==> config.mk <==
export PLATFORM = sky130hd
export DESIGN_NAME = vga_capture
export DESIGN_NICKNAME = d
export VERILOG_FILES = /design/src/rtl/vga_capture.sv
export SDC_FILE = /design/constraint.sdc
export NUM_CORES = 1
export LEC_CHECK = 0
export BUFFER_PORTS_ARGS = -buffer_cell sky130_fd_sc_hd__buf_2
export CAP_MARGIN = 20
export CORE_UTILIZATION = 55
export CTS_CLUSTER_DIAMETER = 40
export DETAILED_ROUTE_END_ITERATION = 12
export GPL_TIMING_DRIVEN = 0
export PLACE_DENSITY = 0.85
export SYNTH_ARGS = -nofsm -noshare
export SYNTH_HDL_FRONTEND = slang
export SYNTH_SLANG_ARGS = --single-unit
export TNS_END_PERCENT = 50
==> constraint.sdc <==
create_clock -name clk -period 6.25 [get_ports clk]
set_clock_uncertainty 0.1 [all_clocks]
set_input_delay 0.625 -clock clk [delete_from_list [all_inputs] [get_ports clk]]
set_output_delay 0.625 -clock clk [all_outputs]
set_load 0.005 [all_outputs]
==> src/rtl/vga_capture.sv <==
// VGA link sink: locks to the sync timing, recovers active-pixel x/y,
// and produces a per-frame RGB checksum plus a saturating timing-error count.
module vga_capture #(
    parameter int   H_ACTIVE = 640,
    parameter int   H_FP     = 16,
    parameter int   H_SYNC   = 96,
    parameter int   H_BP     = 48,
    parameter int   V_ACTIVE = 480,
    parameter int   V_FP     = 10,
    parameter int   V_SYNC   = 2,
    parameter int   V_BP     = 33,
    parameter logic SYNC_POL = 1'b0
) (
    input  logic        clk,
    input  logic        reset,
    input  logic        pix_en,
    input  logic        hSync,
    input  logic        vSync,
    input  logic [11:0] rgb_in,
    output logic        locked,
    output logic        pix_valid,
    output logic [9:0]  x,
    output logic [8:0]  y,
    output logic [11:0] pix_rgb,
    output logic        frame_done,
    output logic [15:0] frame_sum,
    output logic [7:0]  err_count
);
    localparam int H_TOTAL = H_ACTIVE + H_FP + H_SYNC + H_BP;
    localparam int V_TOTAL = V_ACTIVE + V_FP + V_SYNC + V_BP;

    localparam logic [9:0] H_LAST  = 10'(H_TOTAL - 1);
    localparam logic [9:0] H_LIMIT = 10'(H_TOTAL + 15);
    localparam logic [9:0] V_LAST  = 10'(V_TOTAL - 1);
    localparam logic [9:0] H_START = 10'(H_SYNC + H_BP);
    localparam logic [9:0] H_END   = 10'(H_SYNC + H_BP + H_ACTIVE);
    localparam logic [9:0] V_START = 10'(V_SYNC + V_BP);
    localparam logic [9:0] V_END   = 10'(V_SYNC + V_BP + V_ACTIVE);
    localparam logic [9:0] CNT_MAX = 10'h3ff;

    localparam logic [1:0] ST_SEARCH = 2'd0;
    localparam logic [1:0] ST_CHECK  = 2'd1;
    localparam logic [1:0] ST_LOCKED = 2'd2;

    logic [1:0]  state_q, state_d;
    logic        h_prev_q, h_prev_d;
    logic        v_prev_q, v_prev_d;
    logic        vpend_q, vpend_d;
    logic [9:0]  h_cnt_q, h_cnt_d;
    logic [9:0]  v_cnt_q, v_cnt_d;
    logic [15:0] acc_q, acc_d;
    logic        pix_valid_q, pix_valid_d;
    logic [9:0]  x_q, x_d;
    logic [8:0]  y_q, y_d;
    logic [11:0] rgb_q, rgb_d;
    logic        frame_done_q, frame_done_d;
    logic [15:0] frame_sum_q, frame_sum_d;
    logic [7:0]  err_count_q, err_count_d;

    logic        h_edge, v_edge, frame_start, in_check, timing_err, active;
    logic [9:0]  h_cnt_nxt, v_cnt_nxt, y_full;

    assign h_edge      = pix_en && (hSync == SYNC_POL) && (h_prev_q != SYNC_POL);
    assign v_edge      = pix_en && (vSync == SYNC_POL) && (v_prev_q != SYNC_POL);
    assign frame_start = h_edge && (vpend_q || v_edge);
    assign in_check    = (state_q != ST_SEARCH);

    // Position of the sample being taken now; active-window and overflow tests use it.
    assign h_cnt_nxt = h_edge ? 10'd0 : ((h_cnt_q == CNT_MAX) ? h_cnt_q : h_cnt_q + 10'd1);
    assign v_cnt_nxt = frame_start ? 10'd0 :
                       ((h_edge && v_cnt_q != CNT_MAX) ? v_cnt_q + 10'd1 : v_cnt_q);
    assign y_full    = v_cnt_nxt - V_START;

    assign timing_err = pix_en && in_check &&
                        ((h_edge && h_cnt_q != H_LAST) ||
                         (!h_edge && h_cnt_nxt == H_LIMIT) ||
                         (frame_start && v_cnt_q != V_LAST));

    assign active = (h_cnt_nxt >= H_START) && (h_cnt_nxt < H_END) &&
                    (v_cnt_nxt >= V_START) && (v_cnt_nxt < V_END);

    always_comb begin
        state_d      = state_q;
        h_prev_d     = h_prev_q;
        v_prev_d     = v_prev_q;
        vpend_d      = vpend_q;
        h_cnt_d      = h_cnt_q;
        v_cnt_d      = v_cnt_q;
        acc_d        = acc_q;
        pix_valid_d  = 1'b0;
        x_d          = x_q;
        y_d          = y_q;
        rgb_d        = rgb_q;
        frame_done_d = 1'b0;
        frame_sum_d  = frame_sum_q;
        err_count_d  = err_count_q;

        if (pix_en) begin
            h_prev_d = hSync;
            v_prev_d = vSync;
            h_cnt_d  = h_cnt_nxt;
            v_cnt_d  = v_cnt_nxt;
            vpend_d  = h_edge ? 1'b0 : (vpend_q || v_edge);

            if (timing_err) begin
                state_d = ST_SEARCH;
                acc_d   = 16'd0;
                if (err_count_q != 8'hff) begin
                    err_count_d = err_count_q + 8'd1;
                end
            end else begin
                if (frame_start) begin
                    acc_d = 16'd0;
                    case (state_q)
                        ST_SEARCH: state_d = ST_CHECK;
                        ST_CHECK:  state_d = ST_LOCKED;
                        ST_LOCKED: begin
                            frame_sum_d  = acc_q;
                            frame_done_d = 1'b1;
                        end
                        default:   state_d = ST_SEARCH;
                    endcase
                end else if (active && in_check) begin
                    acc_d = acc_q + {4'b0, rgb_in};
                end

                if (active && state_q == ST_LOCKED) begin
                    pix_valid_d = 1'b1;
                    x_d         = h_cnt_nxt - H_START;
                    y_d         = y_full[8:0];
                    rgb_d       = rgb_in;
                end
            end
        end
    end

    always_ff @(posedge clk or negedge reset) begin
        if (!reset) begin
            state_q      <= ST_SEARCH;
            h_prev_q     <= 1'b0;
            v_prev_q     <= 1'b0;
            vpend_q      <= 1'b0;
            h_cnt_q      <= 10'd0;
            v_cnt_q      <= 10'd0;
            acc_q        <= 16'd0;
            pix_valid_q  <= 1'b0;
            x_q          <= 10'd0;
            y_q          <= 9'd0;
            rgb_q        <= 12'd0;
            frame_done_q <= 1'b0;
            frame_sum_q  <= 16'd0;
            err_count_q  <= 8'd0;
        end else begin
            state_q      <= state_d;
            h_prev_q     <= h_prev_d;
            v_prev_q     <= v_prev_d;
            vpend_q      <= vpend_d;
            h_cnt_q      <= h_cnt_d;
            v_cnt_q      <= v_cnt_d;
            acc_q        <= acc_d;
            pix_valid_q  <= pix_valid_d;
            x_q          <= x_d;
            y_q          <= y_d;
            rgb_q        <= rgb_d;
            frame_done_q <= frame_done_d;
            frame_sum_q  <= frame_sum_d;
            err_count_q  <= err_count_d;
        end
    end

    assign locked     = (state_q == ST_LOCKED);
    assign pix_valid  = pix_valid_q;
    assign x          = x_q;
    assign y          = y_q;
    assign pix_rgb    = rgb_q;
    assign frame_done = frame_done_q;
    assign frame_sum  = frame_sum_q;
    assign err_count  = err_count_q;
endmodule
Word-level counts from Yosys, hierarchy flattened
Cells that the tools add are included.
- $add $sub $neg: 6
- multipliers: 0
- divide/modulo/power cells: 0
- $lt $le $gt $ge: 4
- equal/unequal tests: 9
- shifts and indexed selects: 0
- muxes and demuxes: 18
- bitwise logic cells: 3
- reductions and logical operators: 29
- operators with widths (cell ; number):
    $mux 16 ; 3
    $mux 10 ; 4
    $ne 10x10->1 const B ; 3
    $add 10x1->10 const B ; 2
    $eq 10x10->1 const B ; 2
    $lt 10x10->1 const B ; 2
    $add 16x12->16 ; 1
    $logic_and 1x1->1 ; 16
    $ge 10x6->1 const B ; 1
    $ge 10x8->1 const B ; 1
    $sub 10x8->10 const B ; 1
    $reduce_and 3->1 ; 3
    $sub 9x6->9 const B ; 1
    $add 8x1->8 const B ; 1
    $mux 1 ; 8
    $ne 8x8->1 const B ; 1
    $pmux 2 s3 ; 1
    $mux 2 ; 2
    $reduce_and 4->1 ; 1
    $reduce_bool 2->1 ; 2
    $logic_or 1x1->1 ; 3
    $not 1->1 ; 3
    $reduce_bool 3->1 ; 1
    $eq 2x1->1 const B ; 1
    5 further kinds ; 5
- register bits: 98
- latch bits: 0
- bits in writable memories: 0
- memory bits (read-only): 0
- logic and storage cells: 83
- memories: 0

Longest topological paths before layout
Gate-level depths: netlist of the first run.
- depth in word-level cells: 13
- mapped depth: 16

Least setup slack after synthesis of the first run
OpenSTA, ideal clock, no wires.
- kind: input-to-reg
- start point: input pix_en
- end point: register rgb_q[10], in the netlist pix_rgb[10]
- data arrival time: 3.571 ns
- required time: 6.025 ns
- slack: 2.454 ns
- stages on the path: 16
- path buffers: 6
- cell sequence: buf_4 -> and3b_1 -> buf_6 -> o21a_1 -> buf_2 -> buf_1 -> nor2_1 -> ha_1 -> a2111oi_4 -> a211oi_1 -> o21a_1 -> o211a_1 -> nand2b_2 -> buf_6 -> buf_12 -> mux2_4
- word-level cells in the longest chain between the ends: 10
- elaborated cells on any way between the ends: 29
- those cells by class: order compare (4); eq/ne (1); mux (3); bitwise (1); reduce/logical (20)
- RTL lines (what ; RTL line ; text):
    start, declared ; 16 ; input logic pix_en,
    $logic_and 1x1->1 (on tied branches) (2 in a row) ; 63, 64 ;
    $logic_and 1x1->1 or $logic_or 1x1->1 (tied branches) ; 71, 65 ;
    $mux 10 or $logic_and 1x1->1 (tied branches) ; 71, 65 ;
    $mux 10 * ; 70 ; assign v_cnt_nxt = frame_start ? 10'd0 :
    via v_cnt_nxt[0] ; 61 ; logic [9:0] h_cnt_nxt, v_cnt_nxt, y_full;
    $ge 10x6->1 ; 80 ; (v_cnt_nxt >= V_START) && (v_cnt_nxt < V_END);
    $logic_and 1x1->1 ; 79 ; assign active = (h_cnt_nxt >= H_START) && (h_cnt_nxt < H_END) &&
    $logic_and 1x1->1 * ; 80 ;
    $logic_and 1x1->1 * ; 127 ; if (active && state_q == ST_LOCKED) begin
    $reduce_and 3->1 (no line) * ; -- ;
    end signal, assigned ; 164 ; rgb_q <= rgb_d;
    end, declared ; 55 ; logic [11:0] rgb_q, rgb_d;
Mark *: on every way through the listed nets, which the timed path passes. The rest lies on a longest branch.
A chain may end at the register's enable or synchronous reset.

Worst setup path after layout of the first run
- start point: register h_cnt_q[1]
- end point: register rgb_q[8], in the netlist pix_rgb[8]
- word-level cells in the longest chain between the ends: 10
- elaborated cells on any way between the ends: 19
- those cells by class: add/sub (1); order compare (2); eq/ne (3); mux (2); bitwise (1); reduce/logical (10)
- RTL lines (what ; RTL line ; text):
    start, declared ; 49 ; logic [9:0] h_cnt_q, h_cnt_d;
    start signal, assigned ; 158 ; h_cnt_q <= h_cnt_d;
    $add 10x1->10 or $eq 10x10->1 (tied branches) ; 69 ; assign h_cnt_nxt = h_edge ? 10'd0 : ((h_cnt_q == CNT_MAX) ? h_cnt_q : h_cnt_q + 10'd1);
    $mux 10 * (2 in a row) ; 69 ;
    via h_cnt_nxt[4] ; 61 ;
    branches (longest 6 deep; another with $ge 10x8->1) ; -- ;
    $reduce_and 3->1 (no line) * ; -- ;
Mark *: on every way through the listed nets, which the timed path passes.

==> metrics.yaml, run 1 <==
grt_max_degree: 69
finalMaxSlewViolations: 0
numCtsBuffers: 9
power_density_mw_per_mm2: 312.1
hold_class: "in -> async"
drtAntennaViolNets: 0
gp_congestion: 0.9240
grt_first_pass_wirelength_um: 22180
h-tree-depth: 3
clk_latency_ns: 0.37
crit_path_end_kind: "flip-flop"
first_iter_violations: 243
ctsHoldBuffers: 0
critPathMaxFanout: 10
cts.sinks: 98
fin_tns_setup_ns: 0
cts_root_buf: "clkbuf_8"
outcome: "finished, final reports clean"
clockBufferDepth: 2
cap_violations: 0
grt_pass1_vias: 4494
worstPathArrival_ns: 4.83
avgSynthCellArea_um2: 10.46
fp.dieArea_mm2: 0.01069
setup.worst_path.start: "h_cnt_q[1]"
worst_pin_slew_ns: 0.7995
coreArea_mm2: 0.009864
die_w_um: 103.4
final_hold_viol_count: 0
critPathKind: "reg -> reg"
cts_tree: "built"
post_cts_buffers: 0
routed_via_density: 6.098
antenna_cells: 0
slew_headroom_pct: 46.13
initial_utilization_pct: 57.34
grt_overflow: 0
nets: 664
start_kind: "flip-flop"
synth_seq_cells: 98
post-route-period-util_pct: 74.61
synth_ff_type: "dfrtp_1"
synth_nets: 579
die_h_um: 103.4
setup_viol: 0
syn_inst: 541
path_clk_slew_ns: 0.10
io_buffers: 73
yosys_warnings: 0
antenna_found_initial: 0
synth.distinct_cells: 74
fin_util_pct: 65.18
drtPass1Iterations: 5
vdd_drop_max_uv: 158.5
leakagePower_uw: 0.003172
track_usage_pct: 27.26
drive_above_1_share_pct: 26.62
synth_edf_count: 0
r2r-start: "h_cnt_q[1]"
drcViolationCount: 0
rsz0062_at_grt: "false"
post_drt_wl_per_cell_um: 17.75
hpwl_um: 9868
cts-resized-gates: 0
fin_crit_ns: 4.663
rows: 36
seq_area_frac_synth_pct: 43.35
fmax_mhz: 214.5
async_reset_ff_share_pct: 100.0
syn-cell-area_mm2: 0.005657
via_count: 4659
postRouteWirelength_um: 13560
ios: 75
area_growth_pct: 13.67
required_ns: 6.41
[registers in the layout, summed over array words and instances, names as in the netlist, 8 cells and up]
signal,flops
err_count,8
y,9
acc_q,16
pix_rgb,12
frame_sum,16
h_cnt_q,10
v_cnt_q,10
x,10
[report_power, final]
part | total, uW | internal [uW] | switching, uW
Combinational | 707 | 328 | 379
Clock | 440 | 211 | 229
Sequential | 859 | 763 | 96.0
[synthesized netlist by cell type (4+ instances only)]
library cell  instances  area, um^2
ha_1                 20       250.2
mux2_4               19       285.3
a31oi_1              11       68.82
inv_1                18       67.56
and4_1                5       43.79
xnor2_1              24       210.2
o31ai_1              14       105.1
or4_1                 5       37.54
nand2_1              26       97.59
nand3_1              31       155.2
dfrtp_1              98        2452
a21oi_1              29       145.1
mux2_2               27       304.0
nor3_1               14       70.07
clkbuf_1              9       33.78
and3_1               10       62.56
or3_1                 5       31.28
xor2_1                5       43.79
mux2i_1               4       40.04
nor2_1               20       75.07
buf_4                 4       30.03
nor4_1                5       31.28
o21a_1                4       30.03
a211oi_1              5       37.54
buf_2                 7       35.03
nand4_1               6       37.54
o21ai_0              48       240.2
[through the flow]
step / hold WS [ns] / cells / area, um^2 / power (uW) / setup WS [ns]
6_report: 0.07576 / 764 / 6430 / 2007 / 1.587
5_1_grt: 0.1047 / 764 / 6430 / 2142 / 1.355
4_1_cts: 0.08068 / 764 / 6430 / 2016 / 1.631
3_5_place_dp: 0.3893 / 748 / 6218 / 1573 / 1.653
3_3_place_gp: 0.3734 / 747 / 6188 / 1542 / 1.674
2_1_floorplan: 0.2294 / 541 / 5657 / 1336 / 2.454
[cell type report]
class | instances | area, um^2
Buffer | 29 | 182.7
Clock buffer | 12 | 155.1
Clock inverter | 4 | 56.30
Fill cell | 792 | 3435
Inverter | 18 | 67.56
Multi-Input combinational cell | 396 | 2954
Sequential cell | 98 | 2452
Tap cell | 133 | 166.4
Timing Repair Buffer | 74 | 395.4
[cells in the final DEF (no fill, tap or decap), types with 10 or more instances in the layout]
cell type,instances
nand3_1,31
and3_1,10
xnor2_1,24
inv_1,18
o31ai_1,14
buf_2,79
mux2_4,19
nand2_1,26
dfrtp_1,98
o21ai_0,48
nor2_1,20
clkbuf_1,10
clkbuf_8,11
nor3_1,14
a21oi_1,29
ha_1,20
mux2_2,27
a31oi_1,11
[critical path, stage by stage, from the launching register on]
cell and delay, ns:
dfrtp_1 0.49, ha_1 0.29, clkbuf_1 0.42, and3_1 0.24
o21ai_0 0.07, a31oi_1 0.48, inv_1 0.15, ha_1 0.22
o21ai_0 0.09, nor4_1 0.07, a31oi_1 0.49, nand3_1 0.50
nand2b_2 0.35, buf_6 0.14, buf_12 0.15, mux2_4 0.30
[cells by family (layout without fill, tap and decap cells)]
logic type	Yosys count	count (layout)	share of synthesized area, %
simple gates	152	152	14.84
fa+ha+maj	21	21	4.778
buf+inv	47	137	4.424
flops	98	98	43.35
compound gates	144	144	16.99
xor+xnor	29	29	4.490
mux	50	50	11.13
[metal layers]
metal | up-vias | part of all wire (%) | GRT usage [%]
met4 | 0 | 1.7 | 8.017
met2 | 178 | 47 | 43.81
met1 | 2276 | 45 | 37.96
li1 | 2178 | - | -
met5 | - | 0 | 0
met3 | 27 | 6.0 | 4.772
[final timing paths]
| check | to | slack [ns] | cells past startpoint |
|---|---|---|---|
| hold reg to reg | err_count[7] | 0.40 | 1 |
| min in group clk | err_count[7] | 0.40 | 1 |
| setup / recovery | pix_rgb[8] | 1.59 | 15 |
| setup reg to reg | pix_rgb[8] | 1.59 | 15 |
| max in group asynchronous | pix_rgb[9] | 5.30 | 2 |
| hold / removal | x[1] | 0.08 | 1 |
No activity file was read; power rests on OpenSTA's default activity.
==> run 2, diff against run 1 <==
CORE_UTILIZATION = 53   (was 55)
clock period = 4.11 ns   (was 6.25 ns; I/O delays follow)
==> run 2 against run 1 <==
Compared with the run above:
- utilization down 1.8 points
- sequential power rose by 53%
- final cell count increased by 0.79%
- wire length is 0.91% higher
- largest power group unchanged
==> metrics.yaml, run 2 (synthesized netlist as in run 1, its figures left out) <==
outcome: "finished, final reports clean"  # unchanged
leakagePower_uw: 0.003181  # was 0.003172 uW
critPathKind: "reg -> reg"  # unchanged
first_iter_violations: 234  # was 243
cap_violations: 0  # unchanged
cts_tree: "built"  # unchanged
cp_top_family: "compound AO/OA/AOI/OAI gates"  # was simple AND/OR/NAND/NOR gates
drtAntennaViolNets: 0  # unchanged
fin_util_pct: 63.37  # was 65.18%
fin_tns_setup_ns: 0  # unchanged
crit_buf_inv: 3  # was 4
cts.sinks: 98  # unchanged
post_drt_wl_per_cell_um: 17.77  # was 17.75 um
clk_latency_ns: 0.38  # was 0.37 ns
via_count: 4633  # was 4659
start_kind: "flip-flop"  # unchanged
final_hold_viol_count: 0  # unchanged
fmax_mhz: 255.2  # was 214.5 MHz
antenna_found_initial: 0  # unchanged
setup.worst_path.start: "h_cnt_q[1]"  # unchanged
track_usage_pct: 26.03  # was 27.26%
hold_class: "in -> reg"  # was in -> async
power_density_mw_per_mm2: 472.2  # was 312.1 mW/mm^2
antenna_cells: 0  # unchanged
drcViolationCount: 0  # unchanged
worstPathArrival_ns: 4.08  # was 4.83 ns
r2r-start: "h_cnt_q[1]"  # unchanged
m1WireLength_um: 6183  # was 6142 um
layout_commonest_cell: "dfrtp_1"  # unchanged
finalMaxSlewViolations: 0  # unchanged
critPathMaxStageDelay_ns: 0.49  # was 0.50 ns
postRouteWirelength_um: 13680  # was 13560 um
critPathMaxFanout: 10  # unchanged
grt_first_pass_wirelength_um: 22890  # was 22180 um
vdd_drop_max_uv: 269.8  # was 158.5 uV
multi_input_area_mm2: 0.003038  # was 0.002954 mm^2
wl_met3_um: 588  # was 808 um
post-route-period-util_pct: 95.35  # was 74.61%
routed_via_density: 6.017  # was 6.098
fin_hold_ws_ns: 0.1876  # was 0.07576 ns
coreArea_mm2: 0.01032  # was 0.009864 mm^2
gp_congestion: 0.9229  # was 0.9240
place_ws_ns: -0.4326  # was 1.653 ns
area_growth_pct: 15.66  # was 13.67%
path_clk_slew_ns: 0.11  # was 0.10 ns
drtPass1Iterations: 5  # unchanged
grt_max_degree: 66  # was 69
nets: 667  # was 664
wl_met2_um: 6671  # was 6381 um
die_h_um: 105.3  # was 103.4 um
cts_root_buf: "clkbuf_8"  # unchanged
io_buffers: 73  # unchanged
drive_above_1_share_pct: 28.71  # was 26.62%
crit_path_end_kind: "flip-flop"  # unchanged
numCtsBuffers: 9  # unchanged
h-tree-depth: 3  # unchanged
fin_crit_ns: 3.919  # was 4.663 ns
slew_headroom_pct: 32.44  # was 46.13%
ios: 75  # unchanged
setup_ws_ns: 0.1911  # was 1.587 ns
clockBufferDepth: 2  # unchanged
grt_pass1_vias: 4545  # was 4494
final_cell_mix: "98 x dfrtp_1, 78 x buf_2, 48 x o21ai_0"  # was 98 x dfrtp_1, 79 x buf_2, 48 x o21ai_0
initial_utilization_pct: 54.79  # was 57.34%
setup_viol: 0  # unchanged
holdCritStartpoint: "rgb_in[3]"
maxUsedRoutingLayer: "met4"  # unchanged
rsz0062_at_grt: "true"  # was false
fp.dieArea_mm2: 0.01109  # was 0.01069 mm^2
nFillCells: 842  # was 792
die_w_um: 105.3  # was 103.4 um
regArea_mm2: 0.002452  # unchanged
worst_pin_slew_ns: 1.003  # was 0.7995 ns
grt_overflow: 0  # unchanged
cp_slowest_cell: "dfrtp_1"  # was nand3_1
rows: 37  # was 36
required_ns: 4.27  # was 6.41 ns
path_cells: "ha_1 > clkbuf_2 > and3_1 > o21ai_0 > a31oi_4 > inv_1 > ha_1 > o21ai_0 > nor4_1 > a31oi_2 > nor2_1 > nor2_4 > clkbuf_4 > mux2_2"  # was ha_1 > clkbuf_1 > and3_1 > o21ai_0 > a31oi_1 > inv_1 > ha_1 > o21ai_0 > nor4_1 > a31oi_1 > nand3_1 > nand2b_2 > buf_6 > buf_12 > mux2_4
hpwl_um: 9867  # was 9868 um
## run 2: per-stage QoR
| stage | power, uW | instance area [um^2] | instances |
|---|---|---|---|
| 4_1_cts | 3071 | 6461 | 768 |
| 3_5_place_dp | 2395 | 6222 | 751 |
| 2_1_floorplan | 2032 | 5657 | 541 |
| 3_3_place_gp | 2344 | 6192 | 750 |
| 5_1_grt | 3281 | 6543 | 770 |
| 6_report | 3089 | 6543 | 770 |
## run 2: what timing repair did
action                                  4_1_cts  5_1_grt
hold endpoints to repair                     33        0
endpoints found under the setup margin       60       57
pin swaps                                     0        2
hold buffers                                  1        0
gates resized for setup                       5       14
setup buffers                                 0        2
## run 2: final timing paths
path                                end  slack [ns]  depth (start not counted)
setup / recovery           frame_sum[4]        0.19                         14
max in group asynchronous  frame_sum[9]        2.80                          3
hold / removal               pix_rgb[3]        0.19                          2
hold reg to reg            err_count[5]        0.40                          1
setup reg to reg           frame_sum[4]        0.19                         14
min in group asynchronous    h_cnt_q[7]        0.43                          2
## run 2: metal layers
layer	track usage (%)	vias up
met2	42.67	125
met5	0	-
met4	9.658	0
met1	34.89	2288
met3	4.082	14
li1	-	2206
## run 2: power breakdown
part | internal (uW) | switching (uW) | total, uW
clock network | 294 | 369 | 663
logic | 522 | 592 | 1110
registers | 1160 | 151 | 1310
total | 1980 | 1110 | 3090
## run 2: layout make-up
type                    instances  share of cell area [%]
plain buffers                  29                   2.888
clock buffers                   9                   1.893
clock inverters                 7                   1.243
inverters                      18                   1.033
multi-input cells             396                   46.43
flip-flops and latches         98                   37.48
well taps                     136                   2.601
repair buffers                 77                   6.426
==> run 3, diff against run 2 <==
CORE_ASPECT_RATIO = 0.8   (was not set)
==> run 3 against run 2 <==
Compared with the run above:
- sequential share of layout area shrank 0.47 points
- wire length grew 6.1%
- first-iteration DRC count grew 67%
- highest routed layer unchanged
==> metrics.yaml, run 3 (synthesized netlist as in run 1, its figures left out) <==
clockBufferDepth: 2  # unchanged
track_usage_pct: 27.20  # was 26.03%
drtAntennaViolNets: 0  # unchanged
start_kind: "flip-flop"  # unchanged
clk_latency_ns: 0.35  # was 0.38 ns
power_density_mw_per_mm2: 496.8  # was 472.2 mW/mm^2
die_h_um: 94.41  # was 105.3 um
area_growth_pct: 17.12  # was 15.66%
coreArea_mm2: 0.01032  # about the same
regArea_mm2: 0.002452  # unchanged
postRouteWirelength_um: 14520  # was 13680 um
fin_crit_ns: 3.937  # was 3.919 ns
holdPathStages: 2  # unchanged
final_hold_viol_count: 0  # unchanged
fin_tns_setup_ns: 0  # unchanged
fin_hold_ws_ns: 0.2134  # was 0.1876 ns
grt_first_pass_wirelength_um: 23560  # was 22890 um
outcome: "finished, final reports clean"  # unchanged
crit_path_end_kind: "flip-flop"  # unchanged
reg2regPathDepth: 15  # was 14
antenna_found_initial: 0  # unchanged
critPathKind: "reg -> reg"  # unchanged
required_ns: 4.24  # was 4.27 ns
worstPathArrival_ns: 4.07  # was 4.08 ns
drcViolationCount: 0  # unchanged
nets: 667  # unchanged
slew_headroom_pct: 38.03  # was 32.44%
drtPass1Iterations: 5  # unchanged
multi_input_area_mm2: 0.003034  # was 0.003038 mm^2
via_count: 4781  # was 4633
fp.dieArea_mm2: 0.01109  # about the same
hpwl_um: 10300  # was 9867 um
setup_viol: 0  # unchanged
r2r_setup_slack_ns: 0.17  # was 0.19 ns
holdCritStartpoint: "vSync"  # was rgb_in[3]
final_cell_mix: "98 x dfrtp_1, 78 x buf_2, 48 x o21ai_0"  # unchanged
h-tree-depth: 3  # unchanged
grt_pass1_vias: 4578  # was 4545
nFillCells: 863  # was 842
worst_pin_slew_ns: 0.9198  # was 1.003 ns
place_area_mm2: 0.006227  # was 0.006222 mm^2
vdd_drop_max_uv: 298.6  # was 269.8 uV
first_iter_violations: 391  # was 234
numCtsBuffers: 9  # unchanged
cts.sinks: 98  # unchanged
final_area_mm2: 0.006625  # was 0.006543 mm^2
post-route-period-util_pct: 95.79  # was 95.35%
io_buffers: 73  # unchanged
finalMaxSlewViolations: 0  # unchanged
initial_utilization_pct: 54.80  # was 54.79%
rr_endpoint: "x[7]"  # was frame_sum[4]
grt_overflow: 0  # unchanged
hold_path_end: "v_prev_q"  # was pix_rgb[3]
r2r-start: "h_cnt_q[1]"  # unchanged
hold_class: "in -> reg"  # unchanged
post_drt_wl_per_cell_um: 18.76  # was 17.77 um
rows: 33  # was 37
path_clk_slew_ns: 0.06  # was 0.11 ns
cts_tree: "built"  # unchanged
cap_violations: 0  # unchanged
antenna_cells: 0  # unchanged
gp_congestion: 0.9282  # was 0.9229
layout_commonest_cell: "dfrtp_1"  # unchanged
cts_root_buf: "clkbuf_16"  # was clkbuf_8
die_w_um: 117.5  # was 105.3 um
critPathMaxFanout: 10  # unchanged
leakagePower_uw: 0.003220  # was 0.003181 uW
fmax_mhz: 254.0  # was 255.2 MHz
drive_above_1_share_pct: 28.39  # was 28.71%
grt_max_degree: 63  # was 66
routed_via_density: 6.177  # was 6.017
ios: 75  # unchanged
==> run 3: through the flow <==
step           power, uW  worst slack [ns]  utilization, %  instances
2_1_floorplan       2032            0.5283               -        541
3_3_place_gp        2348           -0.3990           60.04        754
3_5_place_dp        2415           -0.4824           60.33        755
4_1_cts             3250           0.04832           63.47        772
5_1_grt             3476          -0.03449           64.18        774
6_report            3291            0.1729           64.18        774
==> run 3: worst max path at each step <==
stage	startpoint	to	slack [ns]	cells after the start
2_1_floorplan	pix_en	pix_rgb[10]	0.53	16
3_3_place_gp	h_cnt_q[1]	pix_rgb[2]	-0.40	15
3_5_place_dp	h_cnt_q[1]	x[7]	-0.48	15
4_1_cts	v_cnt_q[1]	x[7]	0.05	14
5_1_grt	h_cnt_q[1]	frame_sum[1]	-0.03	14
6_report	h_cnt_q[1]	x[7]	0.17	15
==> run 3: cell type report <==
cell class | instances | area share (%)
buffer | 28 | 2.776
clock buffer | 13 | 3.928
clock inverter | 3 | 0.3588
inverter | 18 | 1.020
multi-input combinational | 396 | 45.80
sequential | 98 | 37.02
tap | 140 | 2.644
timing repair buffer | 78 | 6.459
==> run 3: where the power goes <==
part / total [uW] / internal (uW) / switching [uW]
clock: 813 / 445 / 368
combinational: 1160 / 533 / 625
sequential: 1320 / 1160 / 157
total: 3290 / 2140 / 1150
==> run 3: worst max-delay path, stage by stage, from the launching register on <==
cell and delay (ns):
dfrtp_1 0.45, ha_1 0.29, clkbuf_2 0.27, and3_1 0.26
o21ai_0 0.16, a31oi_4 0.29, inv_1 0.12, ha_1 0.25
o31a_1 0.14, nand2b_1 0.17, a31oi_2 0.30, o211a_1 0.34
nand2b_2 0.09, buf_6 0.14, buf_12 0.15, mux2_4 0.30
==> run 3: repair_timing <==
item	CTS	global route
pin swaps	0	2
hold buffers	1	0
setup endpoints to repair	61	56
hold endpoints to repair	36	0
resized for setup	7	9
buffers inserted	0	3
==> run 3: routing by layer <==
layer	routed length, um	vias up	track usage, %
met5	0	-	0
met4	246	0	9.936
met3	886	30	5.435
met2	6864	207	44.18
met1	6522	2364	36.53
li1	-	2180	-
